[src/rtl/comp_pkg.sv]
// Shared definitions for the 16-bit magnitude comparator and its downstream monitors:
// relation encoding, default datapath width and flag decode helpers.
package comp_pkg;

    localparam int COMP_W = 16;

    typedef enum logic [1:0] {
        REL_UNK   = 2'd0,
        REL_LESS  = 2'd1,
        REL_EQ    = 2'd2,
        REL_GREAT = 2'd3
    } rel_t;

    // Number of sample classes that carry their own event counter (LESS, EQ, GREAT).
    localparam int REL_CLASSES = 3;

    typedef struct packed {
        logic great;
        logic less;
        logic equal;
    } flags_t;

    function automatic logic flags_legal(flags_t f);
        logic [1:0] ones;
        ones = 2'(f.great) + 2'(f.less) + 2'(f.equal);
        return (ones == 2'd1);
    endfunction

    function automatic rel_t flags_class(flags_t f);
        rel_t r;
        r = REL_UNK;
        if (f.great) begin
            r = REL_GREAT;
        end else if (f.less) begin
            r = REL_LESS;
        end else if (f.equal) begin
            r = REL_EQ;
        end
        return r;
    endfunction

    // Counter slot index 0/1/2 maps onto LESS/EQ/GREAT.
    function automatic rel_t class_of_index(int idx);
        logic [1:0] slot;
        slot = idx[1:0];
        return rel_t'(slot + 2'd1);
    endfunction

endpackage

[src/rtl/comp_crossing_monitor_if.sv]
// Bus between the comparator-side driver and the crossing monitor.
// cross_cnt exists only when COMP_MON_CROSS_CNT_EN is defined.
interface comp_crossing_monitor_if
    import comp_pkg::*;
#(
    parameter int CNT_W = COMP_W
);
    logic             in_valid;
    logic             great;
    logic             less;
    logic             equal;
    logic             clr;
    rel_t             state;
    logic             rise;
    logic             fall;
    logic             err;
    logic [CNT_W-1:0] great_cnt;
    logic [CNT_W-1:0] less_cnt;
    logic [CNT_W-1:0] equal_cnt;
`ifdef COMP_MON_CROSS_CNT_EN
    logic [CNT_W-1:0] cross_cnt;

    modport master (
        output in_valid, great, less, equal, clr,
        input  state, rise, fall, err, great_cnt, less_cnt, equal_cnt, cross_cnt
    );

    modport slave (
        input  in_valid, great, less, equal, clr,
        output state, rise, fall, err, great_cnt, less_cnt, equal_cnt, cross_cnt
    );
`else
    modport master (
        output in_valid, great, less, equal, clr,
        input  state, rise, fall, err, great_cnt, less_cnt, equal_cnt
    );

    modport slave (
        input  in_valid, great, less, equal, clr,
        output state, rise, fall, err, great_cnt, less_cnt, equal_cnt
    );
`endif
endinterface

[src/rtl/sat_counter.sv]
// Event counter that sticks at all-ones instead of wrapping; clr has priority over inc.
module sat_counter
    import comp_pkg::*;
#(
    parameter int CNT_W = COMP_W
) (
    input  logic             clk,
    input  logic             rst,
    input  logic             inc,
    input  logic             clr,
    output logic [CNT_W-1:0] cnt
);

    logic [CNT_W-1:0] cnt_reg;
    logic [CNT_W-1:0] cnt_next;
    logic             at_max;

    assign at_max = (cnt_reg == {CNT_W{1'b1}});

    always_comb begin
        cnt_next = cnt_reg;
        if (clr) begin
            cnt_next = '0;
        end else if (inc && !at_max) begin
            cnt_next = cnt_reg + 1'b1;
        end
    end

    always_ff @(posedge clk or posedge rst) begin
        if (rst) begin
            cnt_reg <= '0;
        end else begin
            cnt_reg <= cnt_next;
        end
    end

    assign cnt = cnt_reg;

endmodule

[src/rtl/comp_crossing_monitor.sv]
// Debounces comparator flags into a confirmed relation, pulses on LESS<->GREAT crossings
// and keeps saturating event counters. COMP_MON_CROSS_CNT_EN adds the crossing counter.
module comp_crossing_monitor
    import comp_pkg::*;
#(
    parameter int PERSIST = 3,
    parameter int CNT_W   = COMP_W
) (
    input  logic                  clk,
    input  logic                  rst,
    comp_crossing_monitor_if.slave mon
);

    localparam int               RUN_W       = 4;
    localparam logic [RUN_W-1:0] PERSIST_RUN = RUN_W'(PERSIST);

    flags_t           flags;
    logic             legal;
    rel_t             cls;
    logic             accept;

    rel_t             state_reg,     state_next;
    rel_t             cand_reg,      cand_next;
    rel_t             last_side_reg, last_side_next;
    logic [RUN_W-1:0] run_reg,       run_next;
    logic             rise_reg,      rise_next;
    logic             fall_reg,      fall_next;
    logic             err_reg,       err_next;
    logic             confirm;

    assign flags  = flags_t'({mon.great, mon.less, mon.equal});
    assign legal  = flags_legal(flags);
    assign cls    = flags_class(flags);
    assign accept = mon.in_valid && legal;

    // Streak tracking: an illegal sample breaks the streak, an idle cycle only holds it.
    always_comb begin
        cand_next = cand_reg;
        run_next  = run_reg;
        err_next  = 1'b0;
        if (mon.in_valid) begin
            if (!legal) begin
                err_next  = 1'b1;
                cand_next = REL_UNK;
                run_next  = '0;
            end else if (cls == cand_reg) begin
                if (run_reg < PERSIST_RUN) begin
                    run_next = run_reg + 1'b1;
                end
            end else begin
                cand_next = cls;
                run_next  = RUN_W'(1);
            end
        end
    end

    assign confirm = accept && (run_next == PERSIST_RUN) && (cand_next != state_reg);

    // last_side remembers the side we came from, so LESS->EQ->GREAT is still one rise.
    always_comb begin
        state_next     = state_reg;
        last_side_next = last_side_reg;
        rise_next      = 1'b0;
        fall_next      = 1'b0;
        if (confirm) begin
            state_next = cand_next;
            rise_next  = (cand_next == REL_GREAT) && (last_side_reg == REL_LESS);
            fall_next  = (cand_next == REL_LESS)  && (last_side_reg == REL_GREAT);
            if (cand_next != REL_EQ) begin
                last_side_next = cand_next;
            end
        end
    end

    always_ff @(posedge clk or posedge rst) begin
        if (rst) begin
            state_reg     <= REL_UNK;
            cand_reg      <= REL_UNK;
            last_side_reg <= REL_UNK;
            run_reg       <= '0;
            rise_reg      <= 1'b0;
            fall_reg      <= 1'b0;
            err_reg       <= 1'b0;
        end else begin
            state_reg     <= state_next;
            cand_reg      <= cand_next;
            last_side_reg <= last_side_next;
            run_reg       <= run_next;
            rise_reg      <= rise_next;
            fall_reg      <= fall_next;
            err_reg       <= err_next;
        end
    end

    assign mon.state = state_reg;
    assign mon.rise  = rise_reg;
    assign mon.fall  = fall_reg;
    assign mon.err   = err_reg;

    logic [REL_CLASSES-1:0] class_hit;
    logic [CNT_W-1:0]       class_cnt [REL_CLASSES];

    generate
        for (genvar gi = 0; gi < REL_CLASSES; gi++) begin : g_class
            assign class_hit[gi] = accept && (cls == class_of_index(gi));

            sat_counter #(
                .CNT_W(CNT_W)
            ) u_cnt (
                .clk (clk),
                .rst (rst),
                .inc (class_hit[gi]),
                .clr (mon.clr),
                .cnt (class_cnt[gi])
            );
        end
    endgenerate

    assign mon.less_cnt  = class_cnt[0];
    assign mon.equal_cnt = class_cnt[1];
    assign mon.great_cnt = class_cnt[2];

`ifdef COMP_MON_CROSS_CNT_EN
    // Counted on the pulse's own edge so cross_cnt and rise/fall move together.
    sat_counter #(
        .CNT_W(CNT_W)
    ) u_cross_cnt (
        .clk (clk),
        .rst (rst),
        .inc (rise_next | fall_next),
        .clr (mon.clr),
        .cnt (mon.cross_cnt)
    );
`endif

endmodule

[src/flat_wrapper.sv]
// flat-port wrapper written by rule: the top's interface ports become plain ports
module comp_crossing_monitor_flat import comp_pkg::*;
#(
    parameter int PERSIST = 3,
    parameter int CNT_W   = COMP_W
)
  (clk, rst, mon_in_valid, mon_great, mon_less, mon_equal, mon_clr, mon_state, mon_rise, mon_fall, mon_err, mon_great_cnt, mon_less_cnt, mon_equal_cnt);
  comp_crossing_monitor_if #(.CNT_W(CNT_W)) mon_i ();
  input  logic clk;
  input  logic rst;
  input wire logic [$bits(mon_i.in_valid)-1:0] mon_in_valid;
  input wire logic [$bits(mon_i.great)-1:0] mon_great;
  input wire logic [$bits(mon_i.less)-1:0] mon_less;
  input wire logic [$bits(mon_i.equal)-1:0] mon_equal;
  input wire logic [$bits(mon_i.clr)-1:0] mon_clr;
  output wire logic [$bits(mon_i.state)-1:0] mon_state;
  output wire logic [$bits(mon_i.rise)-1:0] mon_rise;
  output wire logic [$bits(mon_i.fall)-1:0] mon_fall;
  output wire logic [$bits(mon_i.err)-1:0] mon_err;
  output wire logic [$bits(mon_i.great_cnt)-1:0] mon_great_cnt;
  output wire logic [$bits(mon_i.less_cnt)-1:0] mon_less_cnt;
  output wire logic [$bits(mon_i.equal_cnt)-1:0] mon_equal_cnt;
  assign mon_i.in_valid = mon_in_valid;
  assign mon_i.great = mon_great;
  assign mon_i.less = mon_less;
  assign mon_i.equal = mon_equal;
  assign mon_i.clr = mon_clr;
  assign mon_state = mon_i.state;
  assign mon_rise = mon_i.rise;
  assign mon_fall = mon_i.fall;
  assign mon_err = mon_i.err;
  assign mon_great_cnt = mon_i.great_cnt;
  assign mon_less_cnt = mon_i.less_cnt;
  assign mon_equal_cnt = mon_i.equal_cnt;
  comp_crossing_monitor #(.PERSIST(PERSIST), .CNT_W(CNT_W)) u_core (.clk(clk), .rst(rst), .mon(mon_i));
endmodule
[config.mk]
export PLATFORM = sky130hd
export DESIGN_NAME = comp_crossing_monitor_flat
export DESIGN_NICKNAME = d
export VERILOG_FILES = /design/src/rtl/comp_pkg.sv /design/src/rtl/comp_crossing_monitor_if.sv /design/src/rtl/sat_counter.sv /design/src/rtl/comp_crossing_monitor.sv /design/src/flat_wrapper.sv
export SDC_FILE = /design/constraint.sdc
export NUM_CORES = 1
export LEC_CHECK = 0
export ABC_AREA = 0
export BUFFER_PORTS_ARGS = -buffer_cell sky130_fd_sc_hd__buf_2
export CAP_MARGIN = 10
export CELL_PAD_IN_SITES_DETAIL_PLACEMENT = 1
export CELL_PAD_IN_SITES_GLOBAL_PLACEMENT = 1
export CORE_ASPECT_RATIO = 0.9
export CORE_UTILIZATION = 43
export CTS_CLUSTER_SIZE = 20
export DETAILED_ROUTE_END_ITERATION = 7
export PLACE_DENSITY = 0.9
export SYNTH_ARGS = -nofsm -noshare
export SYNTH_HDL_FRONTEND = slang
export SYNTH_SLANG_ARGS = --single-unit
export TNS_END_PERCENT = 5
[constraint.sdc]
create_clock -name clk -period 2.8 [get_ports clk]
set_clock_uncertainty 0.05 [all_clocks]
set_input_delay 0.14 -clock clk [delete_from_list [all_inputs] [get_ports clk]]
set_output_delay 0.14 -clock clk [all_outputs]
set_load 0.05 [all_outputs]
# ---- Word-level counts from Yosys, hierarchy flattened
# Cells that the tools add are included.
dict set report totals {
  inputBits 7
  output_inout_bits 53
  reg_bits 61
  elab_cells 70
}
dict set report classes {
  mux 20
  reduce_logical 18
  n_eq_ne 15
  n_lt_le_gt_ge 1
  n_addsub 6
}
# operator count
set op_table {}
lappend op_table {{two-way mux 16 bit} 6}
lappend op_table {{adder 16 x 1 -> 16 bit (second input constant)} 3}
lappend op_table {{== test 16 bit (second input constant)} 3}
lappend op_table {{two-way mux 4 bit} 4}
lappend op_table {{two-way mux 2 bit} 6}
lappend op_table {{logical AND 1 bit} 11}
lappend op_table {{== test 2 x 1 -> 1 bit (second input constant)} 4}
lappend op_table {{== test 2 bit (second input constant)} 4}
lappend op_table {{nonzero test 2 bit} 3}
lappend op_table {{adder 4 x 1 -> 4 bit (second input constant)} 1}
lappend op_table {{== test 4 x 2 -> 1 bit (second input constant)} 1}
lappend op_table {{< comparator 4 x 2 -> 1 bit (second input constant)} 1}
lappend op_table {{two-way mux 1 bit} 4}
lappend op_table {{zero test 1 bit} 3}
lappend op_table {{adder 1 x 1 -> 2 bit} 1}
lappend op_table {{adder 2 x 1 -> 2 bit} 1}
lappend op_table {{== test 2 bit} 1}
lappend op_table {{!= test 2 bit} 1}
lappend op_table {{!= test 2 bit (second input constant)} 1}
lappend op_table {{AND reduction 2 bit} 1}

# ---- Logic depth before layout (Yosys ltp)
# Gate-level depths: netlist (run 1).
dict set report logic_depth {
  ltp_word 11
  mapped_depth 7
  ltp_nobuf 6
}

# ---- By module
# A second synthesis (run 1) with hierarchy kept.
dict set report unflattened {
  cells_unflattened 386
  hier_area_um2 3485.8
}
# module instances seq_area_each_um2 area_each_um2 cells_per_inst
set by_module_without_submodules {}
lappend by_module_without_submodules {sat_counter 3 400.4 922.1 104}
lappend by_module_without_submodules {comp_crossing_monitor 1 325.3 719.4 74}

# ---- Worst setup path before layout (run 1)
# Ideal clock, no wire load.
dict set report synth_timing {
  path_type {register -> register}
  start {register u_core.g_class[1].u_cnt.cnt_reg[0]}
  end {register u_core.g_class[1].u_cnt.cnt_reg[1]}
  t_arrival_ns 2.052
  path_stages_with_launch 7
  setup_time_ns 0.132
  required_time_ns 2.618
  n_path_buf 0
  slack_ns 0.567
  cell_sequence {dfrtp_1 ha_1 nand2_1 or3_1 o21ai_0 mux2i_1 nor2_1}
}
dict set report synth_via {
  elab_chain_len 4
  elab_cells_between_ends 7
}
# item line
set synth_rtl {}
lappend synth_rtl {{start: declaration} sat_counter.sv:14} ;# logic [CNT_W-1:0] cnt_reg;
lappend synth_rtl {{start signal: assignment} sat_counter.sv:33} ;# cnt_reg <= cnt_next;
lappend synth_rtl {{parallel branches: the longest is 4 deep, another holds adder 16 x 1 -> 16 bit} -}
# Several ways; the timed one is not identified. The select of a mux whose other input is x is not followed.
# A chain may end at the register's enable or synchronous reset.

# ---- Worst setup path after layout (run 1)
dict set report layout_timing {
  start {register u_core.run_reg[0]}
  end {register u_core.last_side_reg[1]}
}
dict set report layout_via {
  elab_chain_len 9
  elab_cells_between_ends 10
}
# item line
set layout_rtl {}
lappend layout_rtl {{start: declaration} comp_crossing_monitor.sv:25} ;# logic [RUN_W-1:0] run_reg, run_next;
lappend layout_rtl {{start signal: assignment} comp_crossing_monitor.sv:88} ;# run_reg <= run_next;
lappend layout_rtl {{adder 4 x 1 -> 4 bit or < comparator 4 x 2 -> 1 bit (tied branches)} {comp_crossing_monitor.sv:48, comp_crossing_monitor.sv:47}}
lappend layout_rtl {{two-way mux 4 bit} comp_crossing_monitor.sv:47} ;# if (run_reg < PERSIST_RUN) begin
lappend layout_rtl {{two-way mux 4 bit} comp_crossing_monitor.sv:46} ;# end else if (cls == cand_reg) begin
lappend layout_rtl {{two-way mux 4 bit} comp_crossing_monitor.sv:42} ;# if (!legal) begin
lappend layout_rtl {{two-way mux 4 bit *} comp_crossing_monitor.sv:41} ;# if (mon.in_valid) begin
lappend layout_rtl {{== test 4 x 2 -> 1 bit *} comp_crossing_monitor.sv:57} ;# assign confirm = accept && (run_next == PERSIST_RUN) && (cand_next != state_reg);
lappend layout_rtl {{logical AND 1 bit * (2 in a row)} comp_crossing_monitor.sv:57}
lappend layout_rtl {{AND reduction 2 bit (no source line) *} -}
lappend layout_rtl {{end signal: assignment} comp_crossing_monitor.sv:87} ;# last_side_reg <= last_side_next;
lappend layout_rtl {{end: declaration} comp_crossing_monitor.sv:24} ;# rel_t last_side_reg, last_side_next;
# Mark *: on every way between the ends. The rest lies on a longest branch, timed or not.

==> summary.md, run 1 <==
| Metric | Value |
|---|---|
| Top delay family on crit path | compound AO/OA/AOI/OAI gates |
| Final wirelength | 8.70 mm |
| Unrepaired setup endpoints after global routing | no |
| CP required | 2960 ps |
| Synth Instances | 347 |
| Hold crit path type | input pin to flop |
| Crit-path max FO | 11 |
| DR vias | 2884 |
| Final Hold Fails | 0 |
| GRT Resource Usage Total | 23.6% |
| Post-Syn Area per Cell | 9.64 um2 |
| Post-CTS sizing | 0 |
| CORE AREA | 0.00754 mm2 |
| Max Cap Violations | 0 |
| Busiest grt layer | met2 |
| Met3 GRT Util | 6.56% |
| Post-route DRC | 0 |
| Num rows | 30 |
| Share of cells above drive strength 1 | 21.7% |
| Slew @ Worst Pin | 870 ps |
| H-tree levels | 3 |
| Syn Std Cell Area | 0.00334 mm2 |
| Leak | 1.83 nW |
| GP Congestion | 0.807 |
| Fin crit share | 81.2% |
| Initial antenna violation count | 0 |
| CP max-delay cell | o32ai_1 |
| Clock buffer depth | 2 |
| Worst endpoint data arrival time | 2430 ps |
| TritonCTS clock tree | done |
| Setup crit end kind | flop |
| Most used DFF post-synth | dfrtp_1 |
| Slew headroom | 42.0% |
| CP cell instances | ha_1 -> a21bo_2 -> o21ai_0 -> o211ai_2 -> o32ai_1 -> a221oi_2 |
| First-pass GRT wire length | 14.8 mm |
| FFs w/ async S/R, synth | 100% |
| Area of the multi-input gates | 0.00172 mm2 |
| WP buf/inv | 0 |
| Setup_tns | 0 ps |
| Distinct cells, synth | 51 |
| Largest net degree at the start of global routing | 49 |
| Crit start category | flop |
| Antenna viol nets, final | 0 |
| Root Buffer | clkbuf_8 |
| Max reg flops | 48 |
| Final Setup Violations | 0 |
| Clock slew at reported path FFs | 70 ps |
| DIE AREA | 0.00813 mm2 |
| Seq cells post-synth | 61 |
| Peak supply drop | 390 uV |
| Final core utilization | 52.2% |
| Hold WS | 129 ps |
| Reg2reg setup slack | 530 ps |
| Total power | 1.89 mW |
| Final Net Count | 423 |
| Vias in the first global route | 3044 |
| Final min period | 2270 ps |
| CP Class | flop to flop |
| DP HPWL | 6.36 mm |
| Num CTS Buffers | 9 |
| First-pass DRT Iterations | 4 |
| Die Width | 95.0 um |
| DR iter-0 viols | 92 |
| Vias per cell | 5.64 |
| Sequential element share of the synthesized area | 45.6% |
| Num ports | 60 |
| Antenna cells | 0 |
| Global route total overflow | 0 |
| Power density over cell area | 479 mW/mm2 |
| Clock latency at the later pin of the worst-skew pair | 340 ps |
| Number of synthesized flops with an enable pin | 0 |
| Mean routed wirelength per cell | 17.0 um |
| Yosys warns | 0 |
| GRT met2 Usage | 40.0% |
| Max Slew Vio Count | 0 |
| FF/Latch Area | 0.00153 mm2 |
| Status | finished, final reports clean |
| Met1 Track Usage GR | 29.4% |
| Starting Density | 44.3% |
| # port buffers | 59 |
| Setup bufs post-CTS | 0 |
| Clock Sinks | 61 |
| Fmax | 440 MHz |
| Syn Nets | 359 |
| Die Y | 85.7 um |
| Fillers | 901 |
| CP max stage delay | 470 ps |
| Area Growth Syn to Fin | 17.7% |
[final timing paths]
check,startpoint,endpoint,depth (start not counted)
min in group asynchronous,rst,u_core.g_class[0].u_cnt.cnt[4]$_DFFE_PP0P_,3
min,mon_in_valid,u_core.run_reg[3]$_DFF_PP0_,2
max,u_core.run_reg[0]$_DFF_PP0_,u_core.last_side_reg[1]$_DFFE_PP0P_,6
max in group asynchronous,rst,u_core.cand_reg[0]$_DFF_PP0_,4
min reg2reg,u_core.last_side_reg[1]$_DFFE_PP0P_,u_core.mon.rise$_DFF_PP0_,1
max reg2reg,u_core.run_reg[0]$_DFF_PP0_,u_core.last_side_reg[1]$_DFFE_PP0P_,6
[per-stage QoR]
step | worst slack [ps] | area [um2] | std cells
floorplan | 567 | 3340 | 347
global placement | 447 | 3740 | 495
detailed placement | 202 | 3740 | 495
CTS | 510 | 3940 | 511
global route | 411 | 3940 | 511
finish | 528 | 3940 | 511
[per-layer routing]
metal	wire, um	share of wire (%)
met4	108	1.2
met2	4310	50
met3	369	4.2
met5	0	0
met1	3910	45
[cell usage after synthesis (3+ instances only)]
library cell,count,share of area [%]
dfrtp_1,61,46
nand4b_1,3,0.79
o21ai_0,14,2.1
ha_1,4,1.5
xor2_1,30,7.9
o211ai_1,4,0.90
xnor2_1,16,4.2
and3_1,8,1.5
and4_1,4,1.0
and2_1,6,1.1
nor3b_1,3,0.67
o2111ai_1,4,1.0
clkbuf_1,9,1.0
nor4_1,8,1.5
nand4_1,16,3.0
nand3_1,15,2.2
nor2_1,58,6.5
nand2_1,17,1.9
nor3_1,13,1.9
inv_1,10,1.1
a21oi_1,6,0.90
[cells by family after synthesis]
group	Yosys count	share of synthesized area [%]
AO/OA/AOI/OAI	46	10.3
buffers and inverters	22	2.96
AND/OR/NAND/NOR	164	26.0
XOR/XNOR	46	12.0
adder cells (fa/ha/maj)	5	2.10
multiplexers	3	0.935
flip-flops	61	45.6
[placed cells by master, fill, tap and decap left out, drive strengths merged, types with 13 or more instances in the layout]
| cell | Yosys | routed |
|---|---|---|
| nand4 | 16 | 16 |
| nand2 | 17 | 17 |
| xnor2 | 16 | 16 |
| dfrtp | 61 | 61 |
| o21ai | 14 | 14 |
| nor3 | 13 | 13 |
| buf | 3 | 64 |
| xor2 | 30 | 30 |
| nor2 | 58 | 58 |
| nand3 | 15 | 15 |
[layout make-up]
cell class                 count  area share (%)
tap                           96            3.05
timing repair buffer          65            8.71
clock buffer                  11            3.59
clock inverter                 4            1.24
inverter                      10           0.954
multi-input combinational    264            43.7
sequential                    61            38.8
[power breakdown]
part	leakage (nW)	switching [mW]	total (mW)	internal, mW
clock	0.0992	0.350	0.779	0.429
combinational	0.891	0.139	0.190	0.0511
sequential	0.843	0.0206	0.917	0.896
total	1.83	0.509	1.89	1.38
[timing repair]
item	in CTS	in global routing
hold buffers	1	0
setup endpoints to repair	0	0
endpoints found under the hold margin	20	0
Note: power is estimated with default switching activity, not from simulation.
==> inputs of run 2 (changes only) <==
==> constraint.sdc (replaced) <==
create_clock -name clk -period 2.2 [get_ports clk]
set_clock_uncertainty 0.05 [all_clocks]
set_input_delay 0.11 -clock clk [delete_from_list [all_inputs] [get_ports clk]]
set_output_delay 0.11 -clock clk [all_outputs]
set_load 0.05 [all_outputs]
==> run 2 against run 1 <==
Net effect:
- combinational power grew 35%
- non-clock buffer count grew 17
- clock power grew 48%
- first-iteration DRC count is the same
- final area grew 4.7%
- global-route usage grew 1.3 points
- setup slack lost 410 ps
- count of clock-buffer cells in the layout grew 1
- sequential share of layout area shrank 1.7 points
- final cell count grew 3.5%
- hold slack lost 17 ps
==> summary.md, run 2 (synthesized netlist as in run 1, its figures left out) <==
| Metric | Value |
|---|---|
| Antenna cells | 0 |
| Crit start category | flop |
| GRT Resource Usage Total | 24.9% |
| CP max stage delay | 510 ps |
| Unrepaired setup endpoints after global routing | no |
| Sw Share | 25.6% |
| Final Hold Fails | 0 |
| # port buffers | 59 |
| GP Congestion | 0.864 |
| Share of cells above drive strength 1 | 25.6% |
| Slew headroom | 41.8% |
| Clock slew at reported path FFs | 70 ps |
| Post-route DRC | 0 |
| Die Width | 95.0 um |
| Global route total overflow | 0 |
| Initial antenna violation count | 0 |
| Max reg flops | 48 |
| First-pass DRT Iterations | 4 |
| Max Cap Violations | 0 |
| Mean routed wirelength per cell | 17.2 um |
| Final wirelength | 9.11 mm |
| Max Slew Vio Count | 0 |
| Final Net Count | 440 |
| Final min period | 2080 ps |
| Most frequent cells in the layout | 59 x buf_2, 59 x dfrtp_1, 58 x nor2_1 |
| Root Buffer | clkbuf_8 |
| Setup crit end kind | flop |
| First-pass GRT wire length | 15.6 mm |
| DR iter-0 viols | 92 |
| Clock buffer depth | 2 |
| CORE AREA | 0.00754 mm2 |
| Leak | 1.93 nW |
| Net Sw Power | 659 uW |
| Worst endpoint data arrival time | 2230 ps |
| CP required | 2350 ps |
| Largest net degree at the start of global routing | 49 |
| Clk pwr share | 44.7% |
| Fillers | 885 |
| Num CTS Buffers | 9 |
| Area of the multi-input gates | 0.00173 mm2 |
| Starting Density | 44.3% |
| CP max-delay cell | or4b_4 |
| Clock latency at the later pin of the worst-skew pair | 340 ps |
| Final non-filler cell total | 529 |
| CP cell instances | or4b_4 -> a211oi_2 -> o211ai_2 -> buf_4 -> o32ai_2 -> a221oi_2 |
| DIE AREA | 0.00813 mm2 |
| Status | finished, final reports clean |
| Placement Setup Slack | -76.1 ps |
| H-tree levels | 3 |
| Hold WS | 112 ps |
| Combinational share of power | 10.0% |
| Fmax | 480 MHz |
| Vias in the first global route | 3111 |
| Vias per cell | 5.69 |
| Area Growth Syn to Fin | 23.2% |
| Antenna viol nets, final | 0 |
| Num ports | 60 |
| Final core utilization | 54.6% |
| DP HPWL | 6.69 mm |
| CP Class | flop to flop |
| Die Y | 85.7 um |
| Placed cell count | 511 |
| FF/Latch Area | 0.00153 mm2 |
| Fin crit share | 94.7% |
| DR vias | 3010 |
| Num rows | 30 |
| Internal | 1.92 mW |
| Final Setup Violations | 0 |
| Clock Sinks | 61 |
| Final WS setup | 117 ps |
| TritonCTS clock tree | done |
| Hold crit path type | input pin to flop |
| Seq pwr share | 45.3% |
| Peak supply drop | 376 uV |
| Power density over cell area | 625 mW/mm2 |
| Crit-path max FO | 5 |
| Slew @ Worst Pin | 873 ps |
## run 2: changes by cell type in the layout (fill, tap and decap cells not counted), sizes merged
cell and change:
bufinv +1, clkinv -1, buf +17, clkbuf +1
## run 2: worst paths after layout
kind                            cells past startpoint                                           to  slack, ps                                start
worst max-delay path                                6          u_core.last_side_reg[0]$_DFFE_PP0P_        120         u_core.cand_reg[0]$_DFF_PP0_
worst min-delay path                                2                  u_core.run_reg[3]$_DFF_PP0_        110                         mon_in_valid
worst max register to register                      6          u_core.last_side_reg[0]$_DFFE_PP0P_        120         u_core.cand_reg[0]$_DFF_PP0_
worst min register to register                      1                    u_core.mon.rise$_DFF_PP0_        430  u_core.last_side_reg[1]$_DFFE_PP0P_
max in group asynchronous                           4          u_core.last_side_reg[0]$_DFFE_PP0P_       1280                                  rst
min in group asynchronous                           3  u_core.g_class[0].u_cnt.cnt[14]$_DFFE_PP0P_        250                                  rst
## run 2: layout make-up
cell class              count  area share [%]
clock buffers              12            3.77
multi-input cells         264            41.9
flip-flops and latches     61            37.1
well taps                  96            2.92
clock inverters             4            1.70
inverters                  10           0.911
repair buffers             82            11.7
## run 2: power by group through the flow
stage | Sequential [mW] | Clock (mW) | Combinational (mW)
global placement | 1.19 | 0 | 0.244
finish | 1.17 | 1.15 | 0.257
floorplan | 1.23 | 0 | 0.133
global route | 1.17 | 1.22 | 0.281
detailed placement | 1.19 | 0 | 0.257
CTS | 1.17 | 1.18 | 0.259
## run 2: per-stage QoR
| stage | setup TNS [ps] | power [mW] | cell area [um2] |
|---|---|---|---|
| 2_1_floorplan | 0 | 1.36 | 3350 |
| 3_3_place_gp | 0 | 1.43 | 3870 |
| 3_5_place_dp | -168 | 1.44 | 3870 |
| 4_1_cts | 0 | 2.61 | 4110 |
| 5_1_grt | 0 | 2.67 | 4120 |
| 6_report | 0 | 2.58 | 4120 |
## run 2: worst max-delay path: cells and delay by family (launching register included)
| kind | cells | cell delay [ps] |
|---|---|---|
| compound gates | 4 | 780 |
| simple gates | 1 | 510 |
| flops | 1 | 420 |
| buf+inv | 1 | 180 |
## run 2: what timing repair did
action | in CTS | in global routing
endpoints found under the hold margin | 13 | 0
hold buffers | 1 | 0
setup buffers | 0 | 1
endpoints found under the setup margin | 1 | 7
pin swaps | 0 | 1
gates resized for setup | 1 | 3
gates cloned | 0 | 0
## run 2: layer usage
| metal | routed length, um | GRT usage [%] | up-vias |
|---|---|---|---|
| met3 | 339 | 4.52 | 14 |
| met5 | 0 | 0 | - |
| li1 | - | - | 1397 |
| met4 | 125 | 9.78 | 0 |
| met2 | 4480 | 40.6 | 71 |
| met1 | 4170 | 32.6 | 1528 |
